==> src/rtl/cic_pkg.sv <==
// rtl/cic_pkg.sv - shared state encoding, default sizes and clog2 helper for the CIC decimator controller
package cic_pkg;

  localparam int STAGES_DEF      = 4;
  localparam int RATE_WIDTH_DEF  = 8;
  localparam int SHIFT_WIDTH_DEF = 6;

  typedef enum logic [1:0] {
    ST_IDLE  = 2'd0,
    ST_FLUSH = 2'd1,
    ST_RUN   = 2'd2
  } cic_state_t;

  function automatic int clog2(input int value);
    int result;
    result = 0;
    for (int i = 0; i < 31; i++) begin
      if ((1 << i) < value) result = i + 1;
    end
    return result;
  endfunction

endpackage

==> src/rtl/cic_shift_calc.sv <==
// rtl/cic_shift_calc.sv - gain-normalisation shift: priority-encoded ceil(log2(rate)) times STAGES
module cic_shift_calc
  import cic_pkg::*;
#(
  parameter int STAGES      = STAGES_DEF,
  parameter int RATE_WIDTH  = RATE_WIDTH_DEF,
  parameter int SHIFT_WIDTH = SHIFT_WIDTH_DEF
) (
  input  logic [RATE_WIDTH-1:0]  rate,
  output logic [SHIFT_WIDTH-1:0] shift
);

  localparam int LOG_W = clog2(RATE_WIDTH + 1);

  logic [RATE_WIDTH-1:0] rate_m1;
  logic [LOG_W-1:0]      ceil_log;

  // ceil(log2(R)) is one past the highest set bit of R-1 (valid for R >= 2)
  always_comb begin
    rate_m1  = rate - RATE_WIDTH'(1);
    ceil_log = '0;
    for (int i = 0; i < RATE_WIDTH; i++) begin
      if (rate_m1[i]) ceil_log = LOG_W'(i + 1);
    end
    shift = SHIFT_WIDTH'(int'(ceil_log) * STAGES);
  end

endmodule

==> src/rtl/cic_decim_ctrl.sv <==
// rtl/cic_decim_ctrl.sv - CIC decimator sequencer: flush/run FSM, decimation counter, rate and gain-shift registers
module cic_decim_ctrl
  import cic_pkg::*;
#(
  parameter int STAGES      = STAGES_DEF,
  parameter int RATE_WIDTH  = RATE_WIDTH_DEF,
  parameter int SHIFT_WIDTH = SHIFT_WIDTH_DEF
) (
  input  logic                   clock,
  input  logic                   reset,
  input  logic                   enable,
  input  logic                   strobe_in,
  input  logic                   rate_load,
  input  logic [RATE_WIDTH-1:0]  rate_in,
  output logic                   int_enable,
  output logic                   int_clear,
  output logic                   comb_strobe,
  output logic                   strobe_out,
  output logic [SHIFT_WIDTH-1:0] shift,
  output logic                   busy,
  output logic                   rate_err
);

  localparam int FLUSH_W = clog2(STAGES + 1);

  cic_state_t             state, state_nxt;
  logic [RATE_WIDTH-1:0]  rate_q;
  logic [RATE_WIDTH-1:0]  cnt_q;
  logic [FLUSH_W-1:0]     flush_q;
  logic [SHIFT_WIDTH-1:0] shift_new;
  logic                   rate_ok;
  logic                   reload;
  logic                   enter_flush;
  logic                   wrap;
  logic                   flush_done;

  cic_shift_calc #(
    .STAGES      (STAGES),
    .RATE_WIDTH  (RATE_WIDTH),
    .SHIFT_WIDTH (SHIFT_WIDTH)
  ) u_shift_calc (
    .rate  (rate_in),
    .shift (shift_new)
  );

  assign rate_ok     = rate_load && (rate_in >= RATE_WIDTH'(2));
  assign reload      = rate_ok && enable && (state != ST_IDLE);
  assign enter_flush = enable && ((state == ST_IDLE) || reload);
  assign busy        = (state != ST_IDLE);
  assign int_enable  = strobe_in && busy && !int_clear;
  assign wrap        = int_enable && (cnt_q == rate_q - RATE_WIDTH'(1));
  assign flush_done  = comb_strobe && (state == ST_FLUSH) && (flush_q == FLUSH_W'(STAGES - 1));

  // enable low overrides everything; a valid reload restarts the flush
  always_comb begin
    state_nxt = state;
    case (state)
      ST_IDLE:  if (enable) state_nxt = ST_FLUSH;
      ST_FLUSH: if (flush_done) state_nxt = ST_RUN;
      ST_RUN:   state_nxt = ST_RUN;
      default:  state_nxt = ST_IDLE;
    endcase
    if (reload) state_nxt = ST_FLUSH;
    if (!enable) state_nxt = ST_IDLE;
  end

  always_ff @(posedge clock or negedge reset) begin
    if (!reset) begin
      state       <= ST_IDLE;
      rate_q      <= RATE_WIDTH'(2);
      shift       <= SHIFT_WIDTH'(STAGES);
      cnt_q       <= '0;
      flush_q     <= '0;
      int_clear   <= 1'b0;
      comb_strobe <= 1'b0;
      strobe_out  <= 1'b0;
      rate_err    <= 1'b0;
    end else begin
      state      <= state_nxt;
      int_clear  <= enter_flush;
      rate_err   <= rate_load && !rate_ok;
      strobe_out <= enable && comb_strobe && (state == ST_RUN);
      if (rate_ok) begin
        rate_q <= rate_in;
        shift  <= shift_new;
      end
      if ((state_nxt == ST_IDLE) || enter_flush) begin
        cnt_q       <= '0;
        flush_q     <= '0;
        comb_strobe <= 1'b0;
      end else begin
        comb_strobe <= wrap;
        if (int_enable) cnt_q <= wrap ? '0 : cnt_q + RATE_WIDTH'(1);
        if (comb_strobe && (state == ST_FLUSH)) begin
          flush_q <= flush_done ? '0 : flush_q + FLUSH_W'(1);
        end
      end
    end
  end

endmodule
==> config.mk <==
export PLATFORM = sky130hd
export DESIGN_NAME = cic_decim_ctrl
export DESIGN_NICKNAME = d
export VERILOG_FILES = /design/src/rtl/cic_pkg.sv /design/src/rtl/cic_shift_calc.sv /design/src/rtl/cic_decim_ctrl.sv
export SDC_FILE = /design/constraint.sdc
export NUM_CORES = 1
export LEC_CHECK = 0
export CAP_MARGIN = 20
export CORE_MARGIN = 2
export CORE_UTILIZATION = 30
export CTS_CLUSTER_DIAMETER = 100
export CTS_CLUSTER_SIZE = 25
export DETAILED_ROUTE_END_ITERATION = 8
export PLACE_DENSITY = 0.46
export SLEW_MARGIN = 25
export SYNTH_ARGS = -nofsm -noshare
export SYNTH_HDL_FRONTEND = slang
export SYNTH_SLANG_ARGS = --single-unit
==> constraint.sdc <==
create_clock -name clock -period 2.4 [get_ports clock]
set_input_delay 0.48 -clock clock [delete_from_list [all_inputs] [get_ports clock]]
set_output_delay 0.48 -clock clock [all_outputs]
set_load 0.01 [all_outputs]
Yosys cells after proc, flatten, opt, wreduce, memory -nomap -nowiden
Index checks and enable logic that the tools add are counted.
{"block": "op_classes", "mux": 19, "reduce_logical": 21, "add_sub_neg": 4, "order_cmp": 1, "n_eq_ne": 4}
{"operator": "2-to-1 mux 8 bit", "count": 3}
{"operator": "2-to-1 mux 3 bit", "count": 7}
{"operator": "subtractor 8 x 1 -> 8 bit, second input constant", "count": 2}
{"operator": "logical AND 1 bit", "count": 12}
{"operator": "2-to-1 mux 2 bit", "count": 5}
{"operator": "adder 8 x 1 -> 8 bit, second input constant", "count": 1}
{"operator": "== test 8 bit", "count": 1}
{"operator": "greater-or-equal comparator 8 x 2 -> 1 bit, second input constant", "count": 1}
{"operator": "one-hot mux 2 bit (3 select lines)", "count": 1}
{"operator": "nonzero test 2 bit", "count": 3}
{"operator": "logical NOT 2 bit", "count": 2}
{"operator": "2-to-1 mux 4 bit", "count": 1}
{"operator": "adder 3 x 1 -> 3 bit, second input constant", "count": 1}
{"operator": "== test 3 x 2 -> 1 bit, second input constant", "count": 1}
{"operator": "== test 2 x 1 -> 1 bit, second input constant", "count": 1}
{"operator": "== test 2 bit, second input constant", "count": 1}
{"operator": "logical NOT 1 bit", "count": 2}
{"operator": "logical OR 1 bit", "count": 2}
{"operator": "2-to-1 mux 1 bit", "count": 2}
{"block": "word_totals", "inputBits": 13, "output_inout_bits": 12, "wordCells": 58, "ff_bits": 29}

Logic depth before layout (Yosys ltp)
Gate-level depths: netlist of the first run.
{"block": "depth", "ltp_word": 10, "ltp_mapped": 8, "depth_no_buf": 8}

Hierarchy
From an unflattened synthesis of the first run, not the netlist that was laid out.
{"block": "unflattened", "hier_cells": 234, "area_unflattened_um2": 1984.4}
{"module": "cic_decim_ctrl", "instances": 1, "cells_per_inst": 185, "seq_area_each_um2": 778.2, "area_each_um2": 1662.8}
{"module": "cic_shift_calc", "instances": 1, "cells_per_inst": 49, "seq_area_each_um2": 0.0, "area_each_um2": 321.6}

Worst setup path before layout of the first run
Ideal clock, no wire load.
{"block": "synth_path", "kind": "register -> register", "startpoint": "reg rate_q[1]", "endpoint": "reg cnt_q[5]", "path_stages_with_launch": 9, "setup_ps": 121, "setup_slack_ps": 331, "t_required_ps": 2279, "arrival_time_ps": 1948, "synth_period_minus_slack_ps": 2069, "cell_sequence": "dfstp_2 > inv_1 > ha_1 > xnor2_1 > and4b_1 > a41oi_1 > a211oi_4 > o31ai_1 > a22o_1"}
{"block": "synth_between", "elab_chain_cells": 6}
{"item": "from (decl)", "line": "cic_decim_ctrl.sv:27", "source": "logic [RATE_WIDTH-1:0] rate_q;"}
{"item": "from (signal assigned)", "line": "cic_decim_ctrl.sv:84", "source": "rate_q <= rate_in;"}
{"item": "subtractor 8 x 1 -> 8 bit", "line": "cic_decim_ctrl.sv:51", "source": "assign wrap = int_enable && (cnt_q == rate_q - RATE_WIDTH'(1));"}
{"item": "== test 8 bit", "line": "cic_decim_ctrl.sv:51"}
{"item": "logical AND 1 bit", "line": "cic_decim_ctrl.sv:51"}
{"item": "2-to-1 mux 8 bit (2 in a row)", "line": "cic_decim_ctrl.sv:93", "source": "if (int_enable) cnt_q <= wrap ? '0 : cnt_q + RATE_WIDTH'(1);"}
{"item": "2-to-1 mux 8 bit", "line": "cic_decim_ctrl.sv:87", "source": "if ((state_nxt == ST_IDLE) || enter_flush) begin"}
{"item": "to (signal assigned)", "line": "cic_decim_ctrl.sv:93"}
{"item": "to (decl)", "line": "cic_decim_ctrl.sv:28", "source": "logic [RATE_WIDTH-1:0] cnt_q;"}
Every way passes these cells. The select of a mux whose other input is x is not followed.
A chain may end at the register's enable or synchronous reset.

Worst setup path after layout of the first run
{"block": "layout_path", "startpoint": "in strobe_in", "endpoint": "out int_enable"}
{"block": "layout_between", "elab_chain_cells": 2}
{"item": "from (decl)", "line": "cic_decim_ctrl.sv:12", "source": "input logic strobe_in,"}
{"item": "logical AND 1 bit (2 in a row)", "line": "cic_decim_ctrl.sv:50", "source": "assign int_enable = strobe_in && busy && !int_clear;"}
{"item": "to (decl)", "line": "cic_decim_ctrl.sv:15", "source": "output logic int_enable,"}
Every way passes these cells.

==> flow_summary.toml, run 1 <==
[worst_setup_path]
start_kind = "input port"
crit_arrival_ns = 1.76
required_ns = 1.92
critical_path_class = "input port to output port"
crit_fanout = 3
endpoint_kind = "output port"

[clock_tree]
clock-sinks = 29
cts_buffer_depth = 2
cts_tree = "yes"
cts_made_buffers = 5
postCtsSetupRepairBufs = 0
cts_root_buffer = "clkbuf_8"
clk-insertion-delay-late_ns = 0.28
cts_resized = 0
cts-htree-levels = 2
clkTransAtPathRegs_ns = 0.06
cts.hold.buffers_added = 0

[grt]
grtUsageTotal = 0.143
grt_max_degree = 30
grt_overflow = 0
grt_pass1_vias = 1451
grt_antenna_before_repair = 0
grt_pass1_wl_mm = 7.31

[floorplan]
core_area_sq_um = 5920
die_x_um = 82.1
dieArea_sq_um = 6750
num_rows = 28
fp.dieH_um = 82.1
start_util = 0.309
ios = 25

[route]
wl_per_cell_um = 13.8
dr.pass1.iters = 4
drcViolationCount = 0
avgViaCountPerCell = 4.85
first_iter_violations = 71
detail-route-antenna-nets = 0
vias = 1568
wirelength_mm = 4.44

[power]
p_seq_frac = 0.469
total_leakage_power_nw = 1.09
clockPowerShare = 0.335
p_switching_mw = 0.324
power_density_nw_per_um2 = 482
peakVddDrop_mv = 0.288
p_int_mw = 0.823
p_total_mw = 1.15
combPwrFrac = 0.195
swShare = 0.283

[hold_path]
hold_class = "flop to flop"

[timing]
clock.fmax_mhz = 446
timing.hold.ws_ns = 0.498
final-max-slew-violation-count = 0
hold_violations = 0
setup_tns_ns = 0
setup_violations = 0
rsz0062_at_grt = "no"
min_period_ns = 2.24
skew_ns = 0.00372
fin_crit_sh = 0.935

[placement]
dp_hpwl_mm = 3.31
port_buffers = 22
place_congestion = 0.786
place_inst = 315

[finish]
final_core_util = 0.402
synthToLayoutAreaGrowth_pct = 30.1
final_cell_mix = "27 x nand2_1, 27 x dfrtp_1, 22 x clkdlybuf4s50_1, 21 x nor2_1, 19 x buf_4"
regArea_sq_um = 728
drive_above_1_share = 0.169
fill_cells = 616
final_cells = 323
multi_input_area_sq_um = 1050
diodes = 0
fin_nets = 266

[yosys]
synthCells = 202
synth_area_leader_cell = "dfrtp_1"
syn_avg_cell_area_sq_um = 9.07
synth-async-reset-ratio = 1.00
synth_area_leaders = "dfrtp_1 37%, nand2_1 5.5%, a22o_1 4.3%"
ys.flop_type = "dfrtp_1"
synth_area_sq_um = 1830
ys_warn_count = 0
synth-seq-cells = 29
synth-edff-count = 0
ys_seq_area_frac = 0.398
synth_cell_type_count = 50
yosysTopAreaCellShare = 0.369

[flow_run]
maxCapViolations = 0

[outcome]
status = "complete, no violations"
## registers in the layout (all words and copies together), names as in the netlist
name / cells
rate_q: 8
cnt_q: 8
flush_q: 3
shift: 4
state: 2
comb_strobe: 1
int_clear: 1
rate_err: 1
strobe_out: 1
## per-stage QoR
stage	area, sq um	worst slack [ns]
after CTS	2370	0.117
after floorplan	1840	0.331
after global routing	2380	0.0199
after global placement	2290	-0.147
final	2380	0.157
after detailed placement	2290	-0.158
## logic make-up after synthesis
family / share of synthesized area
buf+inv: 0.0369
mux: 0.0171
xor+xnor: 0.0526
compound gates: 0.190
simple gates: 0.263
fa+ha+maj: 0.0410
flops: 0.398
other cells: 0.00205
## Yosys cell counts, types with 2 or more instances
| master | instances |
|---|---|
| dfrtp_1 | 27 |
| nand2_1 | 27 |
| nor2_1 | 21 |
| inv_1 | 10 |
| a22o_1 | 9 |
| a21oi_1 | 8 |
| and3_1 | 6 |
| ha_1 | 6 |
| nor2b_1 | 6 |
| nor3_1 | 6 |
| o21ai_0 | 6 |
| xnor2_1 | 6 |
| o31ai_1 | 5 |
| xor2_1 | 5 |
| nand3_1 | 4 |
| a31oi_1 | 3 |
| clkbuf_1 | 3 |
| nand2b_1 | 3 |
| nand4_1 | 3 |
| and2_1 | 2 |
| buf_4 | 2 |
| dfstp_2 | 2 |
| mux2i_1 | 2 |
| nor3_4 | 2 |
| o21a_1 | 2 |
| o21ai_1 | 2 |
## power by group through the flow
stage | logic [mW] | clock network (mW) | registers, mW
3_5_place_dp | 0.223 | 0 | 0.548
3_3_place_gp | 0.223 | 0 | 0.548
2_1_floorplan | 0.119 | 0 | 0.545
6_report | 0.224 | 0.385 | 0.539
5_1_grt | 0.252 | 0.417 | 0.542
4_1_cts | 0.225 | 0.401 | 0.539
## area by class of cell
class / count / area share
Timing Repair Buffer: 42 / 0.161
Tap cell: 75 / 0.0394
Clock inverter: 2 / 0.00420
Clock buffer: 6 / 0.0305
Sequential cell: 29 / 0.306
Multi-Input combinational cell: 158 / 0.442
Inverter: 11 / 0.0173
## final timing paths
path | startpoint | end | slack (ns) | cells past startpoint
max in group asynchronous | reset | rate_q[1] | 1.49 | 2
max reg2reg | rate_q[1] | cnt_q[2] | 0.18 | 9
min in group asynchronous | reset | cnt_q[2] | 0.59 | 2
min reg2reg | rate_q[7] | rate_q[7] | 0.50 | 2
min | rate_q[7] | rate_q[7] | 0.50 | 2
max | strobe_in | int_enable | 0.16 | 4
## critical path: stages
cell	delay, ns
clkdlybuf4s50_1	0.50
nand3b_4	0.09
inv_1	0.14
clkdlybuf4s50_1	0.56
## routing by layer
layer	track usage	share of wire	vias to the layer above
met1	0.209	0.49	730
met4	0.0400	0.0072	0
met2	0.211	0.47	33
li1	-	-	801
met5	0	0	-
met3	0.0326	0.037	4
No activity file was read; power rests on OpenSTA's default activity.
==> inputs of run 2 (changes only) <==
==> constraint.sdc (replaced) <==
create_clock -name clock -period 2.6 [get_ports clock]
set_input_delay 0.52 -clock clock [delete_from_list [all_inputs] [get_ports clock]]
set_output_delay 0.52 -clock clock [all_outputs]
set_load 0.01 [all_outputs]
==> flow_summary.toml, run 2 (synthesis results as in run 1) <==
[outcome]
status = "complete, no violations"

[placement]
place_congestion = 0.828
dp_hpwl_mm = 3.30
dpl_worst_slack_ns = -0.0205
port_buffers = 22
placed_area_sq_um = 2260

[worst_setup_path]
crit_fanout = 3
r2r_end = "cnt_q[0]"
timing.critical_path.from = "strobe_in"
critical_path_class = "input port to output port"
critPathMostFrequentCell = "clkdlybuf4s50_1"
reg2reg_slack_ns = 0.33
max_stage_delay_ns = 0.55
crit-reg2reg-launch = "rate_q[1]"
crit_arrival_ns = 1.80
worst_path_max_delay_cell = "clkdlybuf4s50_1"
required_ns = 2.08
start_kind = "input port"
path_cells = "clkdlybuf4s50_1 -> nand3b_4 -> inv_1 -> clkdlybuf4s50_1"
endpoint_kind = "output port"
r2r_cells = 9

[floorplan]
ios = 25
dieArea_sq_um = 6750
fp.dieH_um = 82.1
start_util = 0.309
die_x_um = 82.1
core_area_sq_um = 5920
num_rows = 28

[power]
p_total_mw = 1.05
total_leakage_power_nw = 1.06
power_density_nw_per_um2 = 449
peakVddDrop_mv = 0.215

[clock_tree]
cts_made_buffers = 5
postCtsSetupRepairBufs = 0
clock-sinks = 29
cts.hold.buffers_added = 0
cts-htree-levels = 2
cts_tree = "yes"
cts_buffer_depth = 2
cts_root_buffer = "clkbuf_8"
clk-insertion-delay-late_ns = 0.27
clkTransAtPathRegs_ns = 0.06
cts_resized = 0

[finish]
drive_above_1_share = 0.143
top_regs = "cnt_q x8, rate_q x8, shift x4"
final_cell_mix = "27 x nand2_1, 27 x dfrtp_1, 22 x clkdlybuf4s50_1, 21 x nor2_1, 15 x buf_4"
synthToLayoutAreaGrowth_pct = 27.5
diodes = 0
fin_nets = 262
design_area_sq_um = 2340
final_core_util = 0.395

[hold_path]
worstHoldEndpoint = "rate_q[7]"
hold_class = "flop to flop"
holdCritStartpoint = "rate_q[7]"
hold_depth = 2

[grt]
grt_antenna_before_repair = 0
grt_max_degree = 30
grt_overflow = 0
grtUsageTotal = 0.143
grt_pass1_wl_mm = 7.27
grt_pass1_vias = 1510

[timing]
setup_violations = 0
clock.fmax_mhz = 432
fin_crit_sh = 0.891
min_period_ns = 2.32
setup_tns_ns = 0
final.setup.worst_slack_ns = 0.284
hold_violations = 0
skew_ns = 0.00404
final-max-slew-violation-count = 0
rsz0062_at_grt = "no"

[route]
vias = 1524
wl_per_cell_um = 13.6
detail-route-antenna-nets = 0
first_iter_violations = 68
wirelength_mm = 4.34
drcViolationCount = 0
dr.pass1.iters = 4
avgViaCountPerCell = 4.78

[flow_run]
maxCapViolations = 0
run 2: cell count changes in the layout (fill, tap and decap cells not counted), sizes merged:
cell / delta
buf: -4
clkbuf: +2
clkinv: -2
run 2: report_power, final:
part	leakage, nW	switching, mW	internal [mW]
logic	0.646	0.104	0.0985
registers	0.375	0.0235	0.474
clock network	0.0395	0.158	0.190
run 2: final cells by class:
class / instances / area, sq um
Fill cell: 590 / 3580
Multi-Input combinational cell: 158 / 1040
Sequential cell: 29 / 728
Timing Repair Buffer: 38 / 353
Tap cell: 75 / 93.8
Clock buffer: 8 / 80.1
Inverter: 11 / 41.3
run 2: worst max path at each step:
stage,end
after CTS,int_enable
after floorplan,cnt_q[5]
after detailed placement,cnt_q[5]
final,int_enable
after global routing,cnt_q[2]
after global placement,cnt_q[6]
run 2: routing by layer:
| layer | wire length (um) | track usage | vias up |
|---|---|---|---|
| li1 | - | - | 797 |
| met1 | 2290 | 0.207 | 698 |
| met2 | 1940 | 0.213 | 25 |
| met3 | 89 | 0.0348 | 4 |
| met4 | 25 | 0.0350 | 0 |
| met5 | 0 | 0 | - |
run 2: metrics by stage:
step                hold slack, ns  cells
floorplan                    0.224    203
global placement             0.485    311
detailed placement           0.488    311
CTS                          0.503    319
global route                 0.521    319
finish                       0.501    319
run 2: critical path, delay by kind of cell:
family | cells | cell delay (ns)
buf+inv | 3 | 1.18
simple gates | 1 | 0.09
==> inputs of run 3 (changes only) <==
--- a/config.mk
+++ b/config.mk
@@ -11,7 +11,7 @@
 export CTS_CLUSTER_DIAMETER = 100
 export CTS_CLUSTER_SIZE = 25
 export DETAILED_ROUTE_END_ITERATION = 8
-export PLACE_DENSITY = 0.46
+export PLACE_DENSITY = 0.48
 export SLEW_MARGIN = 25
 export SYNTH_ARGS = -nofsm -noshare
 export SYNTH_HDL_FRONTEND = slang
==> constraint.sdc (replaced) <==
create_clock -name clock -period 2.1 [get_ports clock]
set_input_delay 0.42 -clock clock [delete_from_list [all_inputs] [get_ports clock]]
set_output_delay 0.42 -clock clock [all_outputs]
set_load 0.01 [all_outputs]
==> flow_summary.toml, run 3 (synthesis results as in run 1) <==
[outcome]
status = "complete, no violations"

[finish]
regArea_sq_um = 729
diodes = 0
top_regs = "cnt_q x8, rate_q x8, shift x4"
drive_above_1_share = 0.254
fill_cells = 599
multi_input_area_sq_um = 1120
fin_nets = 278
final_cells = 335
final_cell_mix = "30 x buf_4, 26 x nand2_1, 26 x dfrtp_1, 21 x nor2_1, 20 x clkdlybuf4s50_1"
final_core_util = 0.433
synthToLayoutAreaGrowth_pct = 40.1
final_common_cell = "buf_4"
design_area_sq_um = 2570

[worst_setup_path]
start_kind = "flop"
r2r_cells = 9
r2r_end = "cnt_q[2]"
critical_path_class = "flop to flop"
endpoint_kind = "flop"
crit-reg2reg-launch = "rate_q[1]"
crit_arrival_ns = 2.20
crit_fanout = 10
required_ns = 2.27
reg2reg_slack_ns = 0.07

[grt]
grt_antenna_before_repair = 0
grt_max_degree = 30
grt_overflow = 0
grt_pass1_vias = 1608
grtUsageTotal = 0.149
grt_pass1_wl_mm = 7.58

[floorplan]
dieArea_sq_um = 6750
die_x_um = 82.1
num_rows = 28
core_area_sq_um = 5920
start_util = 0.309
fp.dieH_um = 82.1
ios = 25

[route]
vias = 1614
wl_per_cell_um = 13.0
first_iter_violations = 63
dr.pass1.iters = 4
wirelength_mm = 4.37
drcViolationCount = 0
avgViaCountPerCell = 4.82
detail-route-antenna-nets = 0

[clock_tree]
clkTransAtPathRegs_ns = 0.06
cts_root_buffer = "clkbuf_8"
cts_buffer_depth = 2
clk-insertion-delay-late_ns = 0.28
cts_tree = "yes"
cts_made_buffers = 5
clock-sinks = 29
cts-htree-levels = 2

[timing]
clock.fmax_mhz = 492
final.setup.worst_slack_ns = 0.0691
fin_crit_sh = 0.967
setup_violations = 0
hold_violations = 0
rsz0062_at_grt = "yes"
final-max-slew-violation-count = 0
min_period_ns = 2.03
skew_ns = 0.00308
setup_tns_ns = 0

[power]
total_leakage_power_nw = 1.18
power_density_nw_per_um2 = 556
peakVddDrop_mv = 0.359

[placement]
dpl_worst_slack_ns = -0.406
dp_hpwl_mm = 3.32
place_congestion = 0.849
place_inst = 326
placed_area_sq_um = 2370
port_buffers = 22

[hold_path]
hold_depth = 2
hold_class = "flop to flop"
worstHoldEndpoint = "rate_q[7]"
holdCritStartpoint = "rate_q[7]"

[flow_run]
maxCapViolations = 0
[run 3: layout make-up]
class                           count  area share
Multi-Input combinational cell    158       0.437
Sequential cell                    29       0.284
Timing Repair Buffer               54       0.186
Clock buffer                        7      0.0375
Tap cell                           75      0.0366
Inverter                           11      0.0161
Clock inverter                      1     0.00195
[run 3: repair_timing]
action,CTS,global route
buffers inserted,0,1
pin swaps,2,8
gates resized for setup,4,15
hold buffers,0,0
endpoints found under the setup margin,9,11
[run 3: how the worst max path moves through the flow]
stage / startpoint / endpoint
after floorplan: rate_q[1] / cnt_q[5]
after global placement: rate_in[0] / cnt_q[7]
after detailed placement: rate_in[0] / cnt_q[4]
after CTS: rate_in[0] / cnt_q[4]
after global routing: rate_q[1] / cnt_q[2]
final: rate_q[1] / cnt_q[2]
[run 3: critical path: stages, from the launching register on]
cell and delay, ns:
dfstp_2 0.54, inv_2 0.05, ha_4 0.16, buf_6 0.12, o211a_1 0.10, o31a_1 0.27, a211oi_4 0.25, buf_12 0.16
nor3_4 0.06, a22o_1 0.22
[run 3: routing by layer]
metal,wire [um],GRT usage,part of all wire
met2,1920,0.217,0.44
met4,66,0.0517,0.015
met3,131,0.0348,0.030
met1,2240,0.216,0.51
met5,0,0,0
[run 3: power breakdown]
part	leakage, nW	switching (mW)	total, mW	internal [mW]
Clock	0.0542	0.218	0.514	0.296
Sequential	0.374	0.0281	0.614	0.586
Combinational	0.751	0.145	0.299	0.154
[run 3: stage by stage]
stage | total power, mW | hold slack (ns)
3_5_place_dp | 0.902 | 0.488
4_1_cts | 1.43 | 0.505
5_1_grt | 1.51 | 0.526
2_1_floorplan | 0.758 | 0.124
3_3_place_gp | 0.903 | 0.487
6_report | 1.43 | 0.500
